--- src/rtl/platform_pkg.sv ---
// Shared defaults, state encoding and limits for the on-chip memory test platform.
package platform_pkg;

  localparam int              DEF_ADDR_W = 8;
  localparam int              DEF_DATA_W = 8;
  localparam logic [7:0]      DEF_SEED   = 8'hA5;
  localparam int              ERR_W      = 5;
  localparam logic [ERR_W-1:0] ERR_MAX   = 5'd31;

  typedef enum logic [2:0] {
    ST_IDLE    = 3'd0,
    ST_WRITE   = 3'd1,
    ST_WAIT_RD = 3'd2,
    ST_READ    = 3'd3,
    ST_DONE    = 3'd4
  } state_e;

endpackage

--- src/rtl/platform_bram.sv ---
// Simple dual-port RAM, one write port and one registered read port (1-cycle latency).
module platform_bram #(
  parameter int ADDR_W = 8,
  parameter int DATA_W = 8
) (
  input  logic              clk,
  input  logic              we,
  input  logic [ADDR_W-1:0] waddr,
  input  logic [DATA_W-1:0] wdata,
  input  logic [ADDR_W-1:0] raddr,
  output logic [DATA_W-1:0] rdata
);

  // No reset on the array or read register so the tools map this onto block RAM.
  logic [DATA_W-1:0] mem_q [2**ADDR_W];
  logic [DATA_W-1:0] rdata_q;

  always_ff @(posedge clk) begin
    if (we) mem_q[waddr] <= wdata;
    rdata_q <= mem_q[raddr];
  end

  assign rdata = rdata_q;

endmodule

--- src/rtl/platform_top.sv ---
// Memory test platform: fills a RAM with addr^SEED, reads it back, counts mismatches,
// and reports write_done / read_done / pass / error count on the LEDs.
//
// state   | meaning
// IDLE    | waiting for the synchronised write request
// WRITE   | one RAM write per cycle while we_s is high
// WAIT_RD | write complete, waiting for the synchronised read request
// READ    | issue reads while re_s is high, compare returned words
// DONE    | both phases finished, status frozen until reset
module platform_top
  import platform_pkg::*;
#(
  parameter int              ADDR_W = DEF_ADDR_W,
  parameter int              DATA_W = DEF_DATA_W,
  parameter logic [DATA_W-1:0] SEED = DEF_SEED
) (
  input  logic       sys_clk,
  input  logic       sys_rst,
  input  logic       read_enable,
  input  logic       write_enable,
  output logic [7:0] led
);

  localparam logic [ADDR_W-1:0] ADDR_LAST = {ADDR_W{1'b1}};

  logic we_meta_q, we_s_q, re_meta_q, re_s_q;
  state_e state_q, state_d;
  logic [ADDR_W-1:0] addr_q, addr_d;
  logic [ADDR_W-1:0] rd_addr_q, rd_addr_d;
  logic rd_vld_q, rd_vld_d;
  logic issue_done_q, issue_done_d;
  logic [ERR_W-1:0] err_cnt_q, err_cnt_d;
  logic write_done_q, write_done_d;
  logic read_done_q, read_done_d;
  logic [7:0] led_q, led_d;
  logic ram_we;
  logic [DATA_W-1:0] ram_wdata, ram_rdata;

  platform_bram #(.ADDR_W(ADDR_W), .DATA_W(DATA_W)) u_bram (
    .clk   (sys_clk),
    .we    (ram_we),
    .waddr (addr_q),
    .wdata (ram_wdata),
    .raddr (addr_q),
    .rdata (ram_rdata)
  );

  always_comb begin
    state_d      = state_q;
    addr_d       = addr_q;
    rd_addr_d    = rd_addr_q;
    rd_vld_d     = 1'b0;
    issue_done_d = issue_done_q;
    err_cnt_d    = err_cnt_q;
    write_done_d = write_done_q;
    read_done_d  = read_done_q;
    ram_we       = 1'b0;
    ram_wdata    = DATA_W'(addr_q) ^ SEED;

    case (state_q)
      ST_IDLE: begin
        if (we_s_q) begin
          state_d = ST_WRITE;
          addr_d  = '0;
        end
      end
      ST_WRITE: begin
        if (we_s_q) begin
          ram_we = 1'b1;
          if (addr_q == ADDR_LAST) begin
            write_done_d = 1'b1;
            addr_d       = '0;
            state_d      = ST_WAIT_RD;
          end else begin
            addr_d = addr_q + ADDR_W'(1);
          end
        end
      end
      ST_WAIT_RD: begin
        if (re_s_q) begin
          state_d      = ST_READ;
          issue_done_d = 1'b0;
        end
      end
      ST_READ: begin
        if (re_s_q && !issue_done_q) begin
          rd_vld_d  = 1'b1;
          rd_addr_d = addr_q;
          if (addr_q == ADDR_LAST) issue_done_d = 1'b1;
          else                     addr_d = addr_q + ADDR_W'(1);
        end
        // rd_addr_q tags the word now on ram_rdata, issued one cycle earlier.
        if (rd_vld_q) begin
          if ((ram_rdata != (DATA_W'(rd_addr_q) ^ SEED)) && (err_cnt_q != ERR_MAX))
            err_cnt_d = err_cnt_q + ERR_W'(1);
          if (rd_addr_q == ADDR_LAST) begin
            read_done_d = 1'b1;
            state_d     = ST_DONE;
          end
        end
      end
      ST_DONE: ;
      default: state_d = ST_IDLE;
    endcase

    led_d = {write_done_q, read_done_q, read_done_q & (err_cnt_q == '0), err_cnt_q};
  end

  always_ff @(posedge sys_clk or negedge sys_rst) begin
    if (!sys_rst) begin
      we_meta_q    <= 1'b0;
      we_s_q       <= 1'b0;
      re_meta_q    <= 1'b0;
      re_s_q       <= 1'b0;
      state_q      <= ST_IDLE;
      addr_q       <= '0;
      rd_addr_q    <= '0;
      rd_vld_q     <= 1'b0;
      issue_done_q <= 1'b0;
      err_cnt_q    <= '0;
      write_done_q <= 1'b0;
      read_done_q  <= 1'b0;
      led_q        <= 8'h00;
    end else begin
      we_meta_q    <= write_enable;
      we_s_q       <= we_meta_q;
      re_meta_q    <= read_enable;
      re_s_q       <= re_meta_q;
      state_q      <= state_d;
      addr_q       <= addr_d;
      rd_addr_q    <= rd_addr_d;
      rd_vld_q     <= rd_vld_d;
      issue_done_q <= issue_done_d;
      err_cnt_q    <= err_cnt_d;
      write_done_q <= write_done_d;
      read_done_q  <= read_done_d;
      led_q        <= led_d;
    end
  end

  assign led = led_q;

endmodule

--- config.mk ---
export PLATFORM = sky130hd
export DESIGN_NAME = platform_top
export DESIGN_NICKNAME = d
export VERILOG_FILES = /design/src/rtl/platform_pkg.sv /design/src/rtl/platform_bram.sv /design/src/rtl/platform_top.sv
export SDC_FILE = /design/constraint.sdc
export NUM_CORES = 2
export LEC_CHECK = 0
export CAP_MARGIN = 20
export CELL_PAD_IN_SITES_DETAIL_PLACEMENT = 1
export CELL_PAD_IN_SITES_GLOBAL_PLACEMENT = 1
export CORE_MARGIN = 1.5
export CORE_UTILIZATION = 34
export CTS_BUF_LIST = sky130_fd_sc_hd__clkbuf_16
export CTS_CLUSTER_SIZE = 10
export DETAILED_ROUTE_END_ITERATION = 16
export HOLD_SLACK_MARGIN = 0.12
export PLACE_DENSITY = 0.6
export SLEW_MARGIN = 10
export SYNTH_ARGS = -nofsm -noshare
export SYNTH_HDL_FRONTEND = slang
export SYNTH_SLANG_ARGS = --single-unit
--- constraint.sdc ---
create_clock -name sys_clk -period 7.5 [get_ports sys_clk]
set_input_delay 0.75 -clock sys_clk [delete_from_list [all_inputs] [get_ports sys_clk]]
set_output_delay 0.75 -clock sys_clk [all_outputs]
set_load 0.05 [all_outputs]
==> results by group <==
Cells and area
  • Area of the multi-input gates: 16500 µm²
  • Area grow syn2layout: 12.9%
  • Register area: 62700 µm²
  • Post-route insts no fill: 6998
  • Fill count: 22.2k
  • Layout cells sized above 1: 0.232
  • Util after Layout: 0.387
  • Fin nets: 3779

Critical path
  • Critical path class: flip-flop to flip-flop
  • R2R depth: 7
  • Bufs and invs on worst path: 2
  • Delay of the slowest critical-path stage: 1.17 ns
  • CP endpoint kind: flip-flop
  • R2r setup slk: 2.53 ns
  • Crit path DAT: 5.64 ns
  • Crit start category: flip-flop
  • Source of the worst register-to-register timing path: addr_q[0]
  • R2R Path End: u_bram.rdata[4]
  • Worst path required time: 8.17 ns
  • Stages on worst setup path: 7
  • Slowest CP cell: o41ai_1
  • Cell Chain, Critical Path: buf_12 -> buf_4 -> mux4_2 -> a22oi_1 -> a21oi_1 -> o41ai_1 -> nand4_1
  • CP Max Fanout: 85
  • CP top delay family: compound AO/OA/AOI/OAI gates

Drt
  • Final antenna-violating net count: 0
  • Final wirelength: 204000 µm
  • DR pass1 iterations: 8
  • DR vias: 37.8k
  • Routed len/inst: 29.1 µm
  • Post-DR vias/cell: 5.40
  • DRC: 0
  • 1st-iter DRT viols: 3693

Placement
  • Port buffer count: 11
  • GPL Wtd Cong: 0.769
  • DP Wirelength: 116000 µm
  • Placed Cells: 6663

Synthesis
  • Fraction of registers with async set/reset: 0.0191
  • Syn Std Cell Area: 80000 µm²
  • Post-synth EDFFs: 2048
  • Syn_area_per_cell: 21.8 µm²
  • Mapped Cells: 3679
  • Synth unique cells: 43
  • Top-area cell type share of the netlist area: 0.768
  • Ys Warns: 0
  • Syn_nets: 3690
  • Seq cells post-synth: 2096
  • Sequential share of the synthesized area: 0.783
  • Ranking of synthesized cells by area: edfxtp_1 (77%), mux4_2 (14%), a22oi_1 (2.4%)
  • Top FF cell, synth: edfxtp_1
  • Yosys top cell by area: edfxtp_1

Timing
  • Slew headroom: 0.110
  • Final clock skew: 0.0321 ns
  • Final setup violation count: 0
  • Hold Fails Final Rpt: 0
  • Setup TNS: 0 ns
  • Fmax: 201 MHz
  • RSZ-0062 raised after global routing: no
  • Worst Max-Slew Pin Slew: 1.32 ns
  • Tmin final: 4.97 ns
  • Slew Limit Fails: 0
  • Final Cycle Share: 0.662

Floorplanning
  • Die area: 238000 µm²
  • Core Box Area: 233000 µm²
  • Initial Util: 0.343
  • Site Rows: 177
  • I/O pins: 12
  • Die Height: 488 µm
  • Width of the die: 488 µm

Clocking
  • Skew-Pair Late Insertion Delay: 0.87 ns
  • Reg clk slew, reported paths: 0.06 ns
  • Num CTS Buffers: 232
  • Clock Path Buffers: 3
  • Clock sinks: 2096
  • H-tree levels: 4
  • CTS tree: done
  • CTS root buffer: clkbuf_16
  • CTS resizes: 0

Global routing
  • Met3 Resource Use GR: 0.0306
  • Vias in the first global route: 39.4k
  • Met2 Track Usage GR: 0.272
  • Met1 Use GR: 0.243
  • Maximum number of pins on one net before global-route repair: 187
  • Global-route wire length before repair: 295000 µm
  • Grt total ovfl: 0
  • GRT busiest layer: met2
  • Initial antenna violation count: 6
  • GRT Util Overall: 0.171

Flow run
  • Max-cap violations: 0

Worst hold path
  • Hold Path Depth: 1
  • Endpoint, Worst Hold: we_meta_q
  • Hold Crit Class: primary input to flip-flop
  • Hold path startpoint: write_enable

Pwr
  • VDD IR max: 325 µV
  • Power density cells: 322 nW/µm²
  • Static leakage: 27.8 nW
  • Pwr Total: 0.0291 W

Outcome
  • Status: finished clean
[report_power, final]
| group | switching, W | internal (W) |
|---|---|---|
| Sequential | 0.000189 | 0.0139 |
| Clock | 0.00441 | 0.00554 |
| Combinational | 0.00371 | 0.00137 |
[worst max-delay path by stage]
| stage | slack [ns] | endpoint | startpoint |
|---|---|---|---|
| after floorplan | 1.70 | u_bram.mem_q[104][0] | addr_q[3] |
| after global placement | 2.10 | u_bram.rdata[3] | addr_q[0] |
| after detailed placement | 2.59 | u_bram.rdata[7] | addr_q[0] |
| after CTS | 2.57 | u_bram.rdata[7] | addr_q[0] |
| after global routing | 2.36 | u_bram.rdata[4] | addr_q[0] |
| final | 2.53 | u_bram.rdata[4] | addr_q[0] |
[cells in the mapped netlist, drive strengths merged, types with 9 or more instances]
library cell / count
edfxtp: 2048
mux4: 512
nor2: 278
a22oi: 256
clkbuf: 145
a21oi: 131
buf: 84
dfrtp: 40
nand2: 35
o41ai: 32
nand4: 13
mux2: 11
inv: 10
nand3: 10
xnor2: 9
[final cells by class]
type,instances,share of cell area
multi-input combinational,1344,0.183
sequential,2096,0.694
inverter,10,0.000748
antenna,4,0.000111
tap,3132,0.0434
clock buffer,235,0.0651
timing repair buffer,84,0.00847
clock inverter,93,0.00572
[cells by family (layout without fill, tap and decap cells)]
family | after synthesis | after routing | share of synthesized area
buffers and inverters | 239 | 422 | 0.0130
AND/OR/NAND/NOR | 366 | 366 | 0.0188
adder cells (fa/ha/maj) | 7 | 7 | 0.00109
AO/OA/AOI/OAI | 432 | 432 | 0.0369
multiplexers | 524 | 524 | 0.146
flip-flops | 2096 | 2096 | 0.783
XOR/XNOR | 15 | 15 | 0.00164
other | 0 | 4 | 0
[registers in the layout, indices dropped and copies added, names as in the netlist]
| register | count |
|---|---|
| u_bram.rdata | 8 |
| err_cnt_q | 5 |
| write_done_q | 1 |
| we_s_q | 1 |
| state_q | 3 |
| re_meta_q | 1 |
| u_bram.mem_q | 2048 |
| re_s_q | 1 |
| rd_addr_q | 8 |
| we_meta_q | 1 |
| addr_q | 8 |
| read_done_q | 1 |
| rd_vld_q | 1 |
| issue_done_q | 1 |
| led | 8 |
[layout by cell type (no fill, tap or decap), drive strengths merged, types with 7 or more instances in the layout]
master,count
a21oi,131
a22oi,256
and3,7
buf,73
clkbuf,235
clkdlybuf4s50,10
clkinv,13
dfrtp,40
dfxtp,8
edfxtp,2048
ha,7
inv,89
mux2,11
mux4,512
nand2,35
nand3,10
nand4,13
nor2,278
o41ai,32
xnor2,9
[timing repair]
action	CTS	global route
endpoints found under the hold margin	40	0
buffers inserted	0	0
hold buffers	1	0
endpoints found under the setup margin	0	0
[routing by layer]
metal | up-vias | share of wire | routed length [µm]
li1 | 15600 | - | -
met1 | 20700 | 0.44 | 89300
met2 | 1133 | 0.48 | 97900
met3 | 263 | 0.059 | 12000
met4 | 2 | 0.022 | 4450
met5 | - | 0.000064 | 13
[per-stage QoR]
step	instance area (µm²)	setup slack, ns	hold slack, ns
2_1_floorplan	80000	1.70	0.331
3_3_place_gp	83900	2.10	0.341
3_5_place_dp	83900	2.59	0.336
4_1_cts	90300	2.57	0.289
5_1_grt	90300	2.36	0.312
6_report	90400	2.53	0.344
No activity file was read; power rests on OpenSTA's default activity.
